**config.mk**
```make
export PLATFORM = sky130hd
export DESIGN_NAME = sd_fdd_arbiter
export DESIGN_NICKNAME = d
export VERILOG_FILES = /design/src/rtl/sd_fdd_arbiter.sv
export SDC_FILE = /design/constraint.sdc
export NUM_CORES = 1
export LEC_CHECK = 0
export CAP_MARGIN = 10
export CORE_MARGIN = 2
export CORE_UTILIZATION = 41
export DETAILED_ROUTE_END_ITERATION = 6
export GPL_TIMING_DRIVEN = 0
export PLACE_DENSITY = 0.92
export REMOVE_ABC_BUFFERS = 1
export SETUP_SLACK_MARGIN = 0.1
export SYNTH_ARGS = -nofsm -noshare
export SYNTH_HDL_FRONTEND = slang
export SYNTH_SLANG_ARGS = --single-unit
export TNS_END_PERCENT = 30
```
**constraint.sdc**
```tcl
create_clock -name clk -period 2.9 [get_ports clk]
set_clock_uncertainty 0.2 [all_clocks]
set_input_delay 0.29 -clock clk [delete_from_list [all_inputs] [get_ports clk]]
set_output_delay 0.29 -clock clk [all_outputs]
set_load 0.1 [all_outputs]
```
**src/rtl/sd_fdd_arbiter.sv**
```systemverilog
// sd_fdd_arbiter
// Shares the single HPS SD block channel between two floppy-controller clients.
// One sector request is granted at a time. The LBA and the direction are latched
// at grant. Buffer traffic is steered to the owning client while the transfer is
// in flight. A transfer that stalls for TIMEOUT cycles is aborted.
//
// Ports
//   clk, reset_n        clock, asynchronous active-low reset
//   c_lba[63:0]         client LBAs ([31:0] client 0, [63:32] client 1)
//   c_rd, c_wr [1:0]    per-client read / write request levels
//   c_ack [1:0]         per-client acknowledge (owner only)
//   c_buff_din[15:0]    per-client write data ([7:0] client 0, [15:8] client 1)
//   c_buff_wr [1:0]     per-client buffer write strobe (owner only)
//   c_buff_addr, c_buff_dout  HPS buffer address / data, passed through
//   sd_lba, sd_rd, sd_wr, sd_dev  request to HPS and owning client index
//   sd_ack, sd_buff_addr, sd_buff_dout, sd_buff_wr  HPS handshake and buffer side
//   sd_buff_din         owner's write data returned to HPS
//   busy                high whenever the arbiter is not idle
//   timeout_err         sticky abort flag, cleared at the next grant
module sd_fdd_arbiter #(
    parameter int unsigned     TO_W    = 24,
    parameter logic [TO_W-1:0] TIMEOUT = 24'd10_000_000
) (
    input  logic        clk,
    input  logic        reset_n,
    input  logic [63:0] c_lba,
    input  logic [1:0]  c_rd,
    input  logic [1:0]  c_wr,
    output logic [1:0]  c_ack,
    input  logic [15:0] c_buff_din,
    output logic [1:0]  c_buff_wr,
    output logic [8:0]  c_buff_addr,
    output logic [7:0]  c_buff_dout,
    output logic [31:0] sd_lba,
    output logic        sd_rd,
    output logic        sd_wr,
    output logic        sd_dev,
    input  logic        sd_ack,
    input  logic [8:0]  sd_buff_addr,
    input  logic [7:0]  sd_buff_dout,
    input  logic        sd_buff_wr,
    output logic [7:0]  sd_buff_din,
    output logic        busy,
    output logic        timeout_err
);

    localparam logic [TO_W-1:0] TO_LAST = TIMEOUT - 1'b1;

    typedef enum logic [1:0] {StIdle, StReq, StXfer, StHold} state_e;

    state_e          state_q, state_d;
    logic            last_q, last_d;
    logic            dev_q, dev_d;      // also the current owner
    logic [31:0]     lba_q, lba_d;
    logic            rd_q, rd_d;
    logic            wr_q, wr_d;
    logic            err_q, err_d;
    logic [TO_W-1:0] cnt_q, cnt_d;

    logic [1:0] pend;
    logic       grant_idx;
    logic       active;
    logic       timed_out;

    assign pend      = c_rd | c_wr;
    // On a tie the client that was not served last wins.
    assign grant_idx = (pend == 2'b11) ? ~last_q : pend[1];
    assign active    = (state_q == StReq) || (state_q == StXfer);
    assign timed_out = active && (cnt_q == TO_LAST);

    always_comb begin
        state_d = state_q;
        last_d  = last_q;
        dev_d   = dev_q;
        lba_d   = lba_q;
        rd_d    = rd_q;
        wr_d    = wr_q;
        err_d   = err_q;
        cnt_d   = cnt_q;

        // Saturating counter: it stops at the abort value and never wraps.
        if (active && (cnt_q != TO_LAST)) begin
            cnt_d = cnt_q + 1'b1;
        end

        unique case (state_q)
            StIdle: begin
                if (pend != 2'b00) begin
                    dev_d   = grant_idx;
                    lba_d   = grant_idx ? c_lba[63:32] : c_lba[31:0];
                    rd_d    = c_rd[grant_idx];
                    wr_d    = ~c_rd[grant_idx];   // read wins when both are high
                    err_d   = 1'b0;
                    cnt_d   = '0;
                    state_d = StReq;
                end
            end
            StReq: begin
                if (timed_out) begin
                    rd_d    = 1'b0;
                    wr_d    = 1'b0;
                    err_d   = 1'b1;
                    last_d  = dev_q;
                    state_d = StIdle;
                end else if (sd_ack) begin
                    rd_d    = 1'b0;
                    wr_d    = 1'b0;
                    state_d = StXfer;
                end
            end
            StXfer: begin
                if (timed_out) begin
                    rd_d    = 1'b0;
                    wr_d    = 1'b0;
                    err_d   = 1'b1;
                    last_d  = dev_q;
                    state_d = StIdle;
                end else if (!sd_ack) begin
                    last_d  = dev_q;
                    state_d = StHold;
                end
            end
            StHold: begin
                state_d = StIdle;
            end
            default: begin
                state_d = StIdle;
            end
        endcase
    end

    always_ff @(posedge clk or negedge reset_n) begin
        if (!reset_n) begin
            state_q <= StIdle;
            last_q  <= 1'b1;
            dev_q   <= 1'b0;
            lba_q   <= 32'd0;
            rd_q    <= 1'b0;
            wr_q    <= 1'b0;
            err_q   <= 1'b0;
            cnt_q   <= '0;
        end else begin
            state_q <= state_d;
            last_q  <= last_d;
            dev_q   <= dev_d;
            lba_q   <= lba_d;
            rd_q    <= rd_d;
            wr_q    <= wr_d;
            err_q   <= err_d;
            cnt_q   <= cnt_d;
        end
    end

    // Combinational steering: zero latency from the HPS handshake to the owner.
    always_comb begin
        c_ack       = 2'b00;
        c_buff_wr   = 2'b00;
        sd_buff_din = 8'd0;
        if (active) begin
            c_ack[dev_q]     = sd_ack;
            c_buff_wr[dev_q] = sd_buff_wr;
            sd_buff_din      = dev_q ? c_buff_din[15:8] : c_buff_din[7:0];
        end
    end

    assign c_buff_addr = sd_buff_addr;
    assign c_buff_dout = sd_buff_dout;
    assign sd_lba      = lba_q;
    assign sd_rd       = rd_q;
    assign sd_wr       = wr_q;
    assign sd_dev      = dev_q;
    assign busy        = (state_q != StIdle);
    assign timeout_err = err_q;

endmodule
```
==> flow_metrics.tcl, run 1 <==
set metrics [dict create \
    status "finished clean" \
    finalCritPeriodShare_pct 92.8 \
    min_period_ps 2690 \
    area_growth_pct 44.4 \
    finalSetupViolations 0 \
    multi_input_area_mm2 0.00182 \
    ys_seq_area_share_pct 43.9 \
    async_flop_share_pct 100 \
    routed_wirelength_um 9660 \
    synth_cells 385 \
    grt_usage_pct 20.0 \
    synth_edf_count 0 \
    drt-pass1-iter-count 4 \
    holdWs_ps 274 \
    cp.arrival_ps 2700 \
    max_freq_mhz 372 \
    grt_setup_unrepaired "false" \
    dieArea_mm2 0.00953 \
    peakVddDrop_v 0.000838 \
    cts_tree "done" \
    worstMarginPinSlew_ps 1000 \
    h-tree-depth 3 \
    drive_gt1_share_pct 11.1 \
    io_pins 171 \
    path_clk_slew_ps 70 \
    synth_ff_type "dfrtp_1" \
    clk_path_buf_depth 2 \
    port-buffer-count 136 \
    synth_most_common_cell "dfrtp_1" \
    place_congestion 0.826 \
    instances_no_fill 612 \
    yosysUniqueCellTypes 47 \
    hold_class "flip-flop to flip-flop" \
    synth.avg_cell_area_um2 9.33 \
    antenna_found_initial 0 \
    num-fill-cells 723 \
    leakage_nw 2.15 \
    slew_headroom_pct 32.9 \
    post_drt_wl_per_cell_um 15.8 \
    critPathMaxStageDelay_ps 750 \
    grt_pass1_vias 3321 \
    cts_sinks 63 \
    finalHoldViolations 0 \
    synthTopCellsByCount "62 x dfrtp_1, 52 x nand2_1, 40 x mux2i_1" \
    cp_max_fo 7 \
    rows 34 \
    overflow 0 \
    max_cap_violations 0 \
    diodes 0 \
    postRouteAntennaNets 0 \
    start_util_pct 41.8 \
    die_w_um 97.6 \
    syn-cell-area_mm2 0.00359 \
    final_net_count 609 \
    crit_path_end_kind "flip-flop" \
    insertion_delay_ps 330 \
    die_h_um 97.6 \
    cts-root-buf "clkbuf_8" \
    postLayoutCoreUtil_pct 60.4 \
    slew_violations 0 \
    regArea_mm2 0.00158 \
    crit_path_top_delay_cell "nor4_2" \
    required_ps 2910 \
    path_cells "or4b_1, nor4_2, a31oi_1, nor2b_1, o22ai_1" \
    grt_max_degree 64 \
    startpoint_type "flip-flop" \
    numCtsBuffers 9 \
    via_per_inst 5.37 \
    path_delay_family "simple AND/OR/NAND/NOR gates" \
    grt_pass1_wl_um 15600 \
    yosysTopAreaCell "dfrtp_1" \
    yosys.area.top_type_share_pct 43.2 \
    post-route-drc-count 0 \
    place_hpwl_um 6940 \
    dp_cells 593 \
    core_area_mm2 0.00859 \
    vias 3288 \
    p_per_area_mw_per_mm2 1220 \
    critPathKind "flip-flop to flip-flop" \
    path_buf_inv 0 \
    synth_seq_cells 63 \
    ys_warn_count 0 \
    synthTopCellsByArea "dfrtp_1 43%, mux2i_1 11%, o21ai_0 5.4%, nand2_1 5.4%, buf_4 3.6%" \
    first_iter_violations 178 \
]
-- layout by cell type (no fill, tap or decap), types with 4 or more instances in the layout --
master,Yosys,final
o21ai_1,8,7
nand2_1,52,52
inv_1,8,8
dfrtp_1,62,62
mux2i_1,40,40
nor2b_1,11,11
o21ai_0,39,39
clkbuf_8,0,9
and4_1,7,7
or3_1,7,7
a21oi_1,12,12
a21oi_2,7,7
nand4_1,4,4
nor2_1,21,20
clkdlybuf4s50_1,0,121
clkdlybuf4s15_2,0,12
ha_1,5,4
xnor2_1,5,5
nand3_1,9,9
-- worst reg2reg max path, delay by kind of cell, from the launching register on --
kind               cells  cell delay (ps)
and+or+nand+nor        3             1550
DFF                    1              430
AOI/OAI and AO/OA      2              390
-- registers in the layout, summed over array words and instances (netlist names) --
register / cells
cnt_q: 24
sd_rd: 1
timeout_err: 1
state_q: 2
sd_lba: 32
sd_dev: 1
sd_wr: 1
last_q: 1
-- worst paths after layout --
check                                 from          to  slack [ps]  cells past startpoint
worst max-delay path             cnt_q[14]       sd_rd         210                      5
worst min-delay path            sd_lba[29]  sd_lba[29]         270                      2
worst max register to register   cnt_q[14]       sd_rd         210                      5
worst min register to register  sd_lba[29]  sd_lba[29]         270                      2
max in group asynchronous          reset_n       sd_rd        1590                      2
min in group asynchronous          reset_n   cnt_q[11]         390                      2
-- per-layer routing --
layer  track usage, %  vias up  share of wire [%]
met1             23.2     1528                 41
li1                 -     1571                  -
met4             6.41        0                1.2
met3             7.77       17                9.7
met2             33.7      172                 49
met5             2.75        -                  0
-- stage by stage --
stage / setup TNS [ps] / setup WS [ps] / power, mW / area [um2]
2_1_floorplan: -11030 / -329 / 4.61 / 3370
3_3_place_gp: -95200 / -1350 / 5.61 / 4870
3_5_place_dp: -1880 / -113 / 5.73 / 4940
4_1_cts: 0 / 97.6 / 6.35 / 5140
5_1_grt: 0 / 108 / 6.60 / 5190
6_report: 0 / 209 / 6.31 / 5190
-- cell families after synthesis --
group	share of synthesized area [%]
compound gates	15.4
xor+xnor	1.95
fa+ha+maj	1.74
buf+inv	6.93
flops	43.9
mux	11.5
simple gates	18.6
-- final cells by class --
class                   count  share of cell area [%]
inverters                   8                   0.579
clock inverters             4                   0.434
well taps                 108                    2.60
clock buffers              12                    2.60
repair buffers            142                    28.2
multi-input cells         275                    35.1
flip-flops and latches     63                    30.4
-- report_power, final --
| part | total (mW) | leakage (nW) | switching [mW] | internal (mW) |
|---|---|---|---|---|
| registers | 1.35 | 0.812 | 0.191 | 1.16 |
| logic | 4.33 | 1.25 | 3.28 | 1.05 |
| clock network | 0.633 | 0.0801 | 0.326 | 0.307 |
| total | 6.31 | 2.15 | 3.79 | 2.52 |
-- timing repair --
item | 4_1_cts | 5_1_grt
setup buffers | 0 | 2
hold buffers | 1 | 0
gates resized for setup | 43 | 3
pin swaps | 3 | 1
endpoints found under the hold margin | 62 | 0
setup endpoints to repair | 32 | 22
Note: power is estimated with default switching activity, not from simulation.
==> inputs of run 2 (changes only) <==
- CORE_ASPECT_RATIO: not set -> 1.25
==> run 2 against run 1 <==
  * Worst hold slack worse by 20 ps
  * Fmax is 2.1% lower
  * Core utilization rose by 1.4 points
  * Register-to-register slack worse by 60 ps
  * Clock-buffer cell count decreased by 3
  * Die area hardly changed
  * Global-route usage increased by 2.5 points
  * Non-clock buffer count is the same
  * Design area is 2.5% higher
  * Largest power group unchanged
  * Highest routed layer is now met5
==> flow_metrics.tcl, run 2 (synthesis gave the netlist of run 1 again) <==
set metrics [dict create \
    status "finished clean" \
    diodes 0 \
    die_w_um 87.7 \
    clk_path_buf_depth 2 \
    cts_tree "done" \
    largest_register_ffs 32 \
    vias 3385 \
    finalSetupViolations 0 \
    place_hpwl_um 7750 \
    dieArea_mm2 0.00953 \
    io_pins 171 \
    grt_setup_unrepaired "true" \
    area_growth_pct 48.0 \
    via_per_inst 5.42 \
    grt_usage_pct 22.5 \
    peakVddDrop_v 0.000780 \
    first_iter_violations 208 \
    crit_path_end_kind "flip-flop" \
    postLayoutCoreUtil_pct 61.8 \
    numCtsBuffers 9 \
    port-buffer-count 136 \
    post_drt_wl_per_cell_um 16.6 \
    p_per_area_mw_per_mm2 1260 \
    wl_met1_um 3860 \
    setup-tns-final_ps 0 \
    slew_violations 0 \
    rows 38 \
    r2r_cells 8 \
    final_cell_mix "121 x clkdlybuf4s50_1, 61 x dfrtp_1, 52 x nand2_1" \
    wl_met2_um 5080 \
    max_cap_violations 0 \
    cp_max_fo 23 \
    post-route-drc-count 0 \
    postRouteAntennaNets 0 \
    required_ps 2970 \
    start_util_pct 41.7 \
    dr.max_layer_used "met5" \
    final_common_cell "clkdlybuf4s50_1" \
    leakage_nw 2.20 \
    die_h_um 109 \
    slew_headroom_pct 31.8 \
    routed_wirelength_um 10400 \
    finalCritPeriodShare_pct 94.8 \
    rrSetupSlack_ps 150 \
    h-tree-depth 3 \
    overflow 0 \
    p_total_mw 6.70 \
    path_clk_slew_ps 80 \
    holdWs_ps 255 \
    final_net_count 609 \
    cts-root-buf "clkbuf_8" \
    place_congestion 0.810 \
    worstMarginPinSlew_ps 1020 \
    grt_max_degree 42 \
    cts_sinks 63 \
    startpoint_type "flip-flop" \
    core_area_mm2 0.00861 \
    drive_gt1_share_pct 11.7 \
    finalHoldViolations 0 \
    antenna_found_initial 0 \
    cp.arrival_ps 2820 \
    reg2reg_from "state_q[1]" \
    critPathKind "flip-flop to flip-flop" \
    grt_pass1_vias 3469 \
    drt-pass1-iter-count 7 \
    hold_class "primary input to asynchronous set/reset pin" \
    r2r-end "cnt_q[11]" \
    insertion_delay_ps 350 \
    min_period_ps 2750 \
    dr_wl_met3_um 1130 \
    num-fill-cells 686 \
    grt_pass1_wl_um 16600 \
    max_freq_mhz 364 \
]
## run 2: cell count changes in the layout (fill, tap and decap cells not counted), moves of 2 or more
cell,delta
buf_4,-2
bufinv_16,+3
clkbuf_1,-3
clkinv_2,-3
clkinv_4,+2
## run 2: layout make-up
type,count,area [um2],area share [%]
sequential,63,1580,29.7
inverter,8,30.0,0.565
multi-input combinational,275,1820,34.3
timing repair buffer,142,1480,27.9
clock buffer,9,124,2.33
tap,120,150,2.82
clock inverter,7,128,2.40
## run 2: metrics by stage
stage                     cell area, um2  worst slack (ps)  instances
final                               5320               151        624
after global routing                5320              15.6        624
after CTS                           5280               134        623
after detailed placement            4980              -147        606
after global placement              4880             -1380        602
after floorplan                     3370              -329        346
## run 2: where the power goes
part	switching [mW]	internal [mW]	leakage [nW]
registers	0.190	1.16	0.810
logic	3.31	1.07	1.27
clock network	0.387	0.583	0.126
## run 2: how the worst max path moves through the flow
stage          slack [ps]       start  cells past startpoint              to
6_report              150  state_q[1]                      8       cnt_q[11]
5_1_grt                20  state_q[1]                      8       cnt_q[11]
4_1_cts               130   cnt_q[14]                      5        cnt_q[9]
3_5_place_dp         -150     c_wr[1]                      7       cnt_q[18]
3_3_place_gp        -1380     c_rd[1]                      4      sd_lba[13]
2_1_floorplan        -330      sd_dev                      2  sd_buff_din[0]
## run 2: routing by layer
metal,track usage [%],vias to the layer above
met5,5.68,-
met4,8.24,2
met3,10.7,35
met2,35.4,172
met1,26.1,1601
li1,-,1575
## run 2: timing repair
| action | 4_1_cts | 5_1_grt |
|---|---|---|
| hold buffers | 1 | 0 |
| pin swaps | 4 | 2 |
| endpoints found under the hold margin | 21 | 0 |
| endpoints found under the setup margin | 27 | 26 |
| resized for setup | 45 | 3 |
| buffers inserted | 0 | 1 |
## run 2: critical path: stages (launching register included)
cell     delay [ps]
dfrtp_1         410
inv_1           100
ha_2            570
and4_1          310
and2_1          190
o31ai_4          90
buf_12          160
or4_1           490
a21oi_2         140
==> inputs of run 3 (changes only) <==
- ABC_AREA: not set -> 1
- CORE_UTILIZATION: 41 -> 43
- PLACE_DENSITY: 0.92 -> 0.94
- RECOVER_POWER: not set -> 25
- SETUP_SLACK_MARGIN: 0.1 -> not set
==> run 3 against run 2 <==
  * The run now ends with capacitance limit, slew limit left
  * Sequential cell count unchanged
  * Die area grew 4.2%
  * Clock power rose by 4%
  * Sequential power increased by 4%
  * Critical path depth shrank 2
  * Via count increased by 28%
  * Routed wire length up 27%
  * Non-clock buffer count decreased by 2
  * Critical endpoint is now sd_buff_din[5]
==> flow_metrics.tcl, run 3 <==
set metrics [dict create \
    status "finished with violations" \
    violations "capacitance limit, slew limit" \
    overflow 0 \
    slew_headroom_pct -31.1 \
    postRouteAntennaNets 0 \
    async_flop_share_pct 100 \
    final_cell_mix "159 x nand2_1, 122 x clkdlybuf4s50_1, 86 x nor2_1" \
    dp_slack_ps -624 \
    grt_pass1_wl_um 21200 \
    synth_edf_count 0 \
    area_growth_pct 40.5 \
    dp_cells 779 \
    finalCritPeriodShare_pct 95.0 \
    synth.avg_cell_area_um2 7.06 \
    startpoint_type "flip-flop" \
    cts_sinks 63 \
    crit_path_end_kind "output port" \
    slew_violations 34 \
    synth_most_common_cell "nand2_1" \
    syn-cell-area_mm2 0.00393 \
    antenna_found_initial 0 \
    hold_class "flip-flop to flip-flop" \
    routed_wirelength_um 13200 \
    critPathKind "flip-flop to output port" \
    postLayoutCoreUtil_pct 61.2 \
    largest_register_ffs 32 \
    first_iter_violations 392 \
    p_per_area_mw_per_mm2 1330 \
    path_clk_slew_ps 50 \
    ys_warn_count 0 \
    multi_input_area_mm2 0.00198 \
    clk_path_buf_depth 2 \
    drive_gt1_share_pct 8.47 \
    num-fill-cells 685 \
    peakVddDrop_v 0.00109 \
    p_seq_share_pct 19.2 \
    yosysUniqueCellTypes 32 \
    min_period_ps 2760 \
    yosys.area.top_type_share_pct 39.5 \
    max_cap_violations 1 \
    ys_seq_area_share_pct 40.1 \
    grt_usage_pct 27.7 \
    max_freq_mhz 363 \
    synth_cells 557 \
    required_ps 2410 \
    power_frac_comb_pct 67.1 \
    swShare_pct 60.8 \
    numCtsBuffers 9 \
    p_int_mw 2.88 \
    cp.arrival_ps 2270 \
    finalHoldViolations 0 \
    leakage_nw 2.38 \
    grt_setup_unrepaired "false" \
    post_drt_wl_per_cell_um 16.6 \
    synth_seq_cells 63 \
    cts-root-buf "clkbuf_16" \
    final_net_count 778 \
    h-tree-depth 3 \
    worstMarginPinSlew_ps 1970 \
    diodes 0 \
    switching_power_mw 4.45 \
    via_per_inst 5.46 \
    io_pins 171 \
    grt_max_degree 40 \
    dieArea_mm2 0.00993 \
    regArea_mm2 0.00158 \
    start_util_pct 43.6 \
    insertion_delay_ps 330 \
    instances_no_fill 796 \
    synthTopCellsByCount "159 x nand2_1, 86 x nor2_1, 65 x o21ai_0" \
    pwr-share-clk_pct 13.7 \
    finalSetupViolations 0 \
    cts_tree "done" \
    place_congestion 0.994 \
    core_area_mm2 0.00903 \
    vias 4344 \
    rows 39 \
    synthTopCellsByArea "dfrtp_1 39%, nand2_1 15%, o21ai_0 8.3%, nor2_1 8.2%, buf_4 3.4%" \
    drt-pass1-iter-count 6 \
    die_h_um 111 \
    place_hpwl_um 9020 \
    post_cts_buffers 0 \
    yosysTopAreaCell "dfrtp_1" \
    grt_pass1_vias 4402 \
    final_common_cell "nand2_1" \
    post-route-drc-count 0 \
    finalWorstSetupSlack_ps 144 \
    die_w_um 89.5 \
    setup-tns-final_ps 0 \
    synth_ff_type "dfrtp_1" \
    cp_max_fo 18 \
    port-buffer-count 136 \
]
==> run 3: changes by cell type after synthesis, moves of 13 or more <==
cell and delta:
inv_1 +28, mux2i_1 -40, nand2_1 +107, nand3_1 +13, nor2_1 +65, o21ai_0 +26
==> run 3: cell families (layout without fill, tap and decap cells) <==
family                   after synthesis  after routing  share of synthesized area, %
AO/OA/AOI/OAI                        102            102                          14.0
XOR/XNOR                               9              9                          2.00
adder cells (fa/ha/maj)                5              5                          1.59
buffers and inverters                 80            196                          10.1
flip-flops                            63             63                          40.1
AND/OR/NAND/NOR                      298            298                          32.2
==> run 3: per-stage QoR <==
step	power (mW)	cell area, um2	hold slack, ps
floorplan	4.91	3690	-206
global placement	6.06	5200	256
detailed placement	6.22	5250	225
CTS	7.28	5520	274
global route	7.59	5530	295
finish	7.33	5530	277
==> run 3: repair_timing <==
item | 4_1_cts | 5_1_grt
setup endpoints to repair | 52 | 10
endpoints found under the hold margin | 33 | 0
gates resized for setup | 76 | 1
hold buffers | 1 | 0
==> run 3: final timing paths <==
| path | slack, ps | depth (start not counted) | startpoint | to |
|---|---|---|---|---|
| setup / recovery | 140 | 6 | state_q[0] | sd_buff_din[5] |
| hold / removal | 280 | 2 | last_q | last_q |
| min in group asynchronous | 860 | 2 | reset_n | sd_lba[23] |
| max in group asynchronous | 500 | 2 | reset_n | sd_dev |
| hold reg to reg | 280 | 2 | last_q | last_q |
| setup reg to reg | 240 | 10 | cnt_q[0] | cnt_q[3] |
==> run 3: cell type report <==
cell class	count	area share, %
sequential	63	28.6
inverter	40	2.74
multi-input combinational	414	35.8
clock buffer	13	4.71
timing repair buffer	140	25.1
clock inverter	3	0.317
tap	123	2.79
==> run 3: critical path: stages, from the launching register on <==
cell and delay (ps):
dfrtp_1 400, inv_1 110, ha_4 410, inv_1 90, or2_2 370, o21ai_0 230
buf_4 330
==> run 3: layer usage <==
| metal | part of all wire (%) | vias to the layer above | GRT usage (%) |
|---|---|---|---|
| met5 | 0.36 | - | 5.11 |
| met4 | 3.8 | 2 | 11.7 |
| met3 | 8.5 | 48 | 10.2 |
| met2 | 51 | 251 | 46.3 |
| met1 | 36 | 2050 | 30.5 |
| li1 | - | 1993 | - |
==> run 3: power groups by stage <==
stage | logic (mW) | registers [mW] | clock network [mW]
finish | 4.92 | 1.40 | 1.01
CTS | 4.87 | 1.40 | 1.01
detailed placement | 4.82 | 1.40 | 0
global route | 5.11 | 1.43 | 1.05
floorplan | 1.78 | 3.13 | 0
global placement | 4.68 | 1.38 | 0
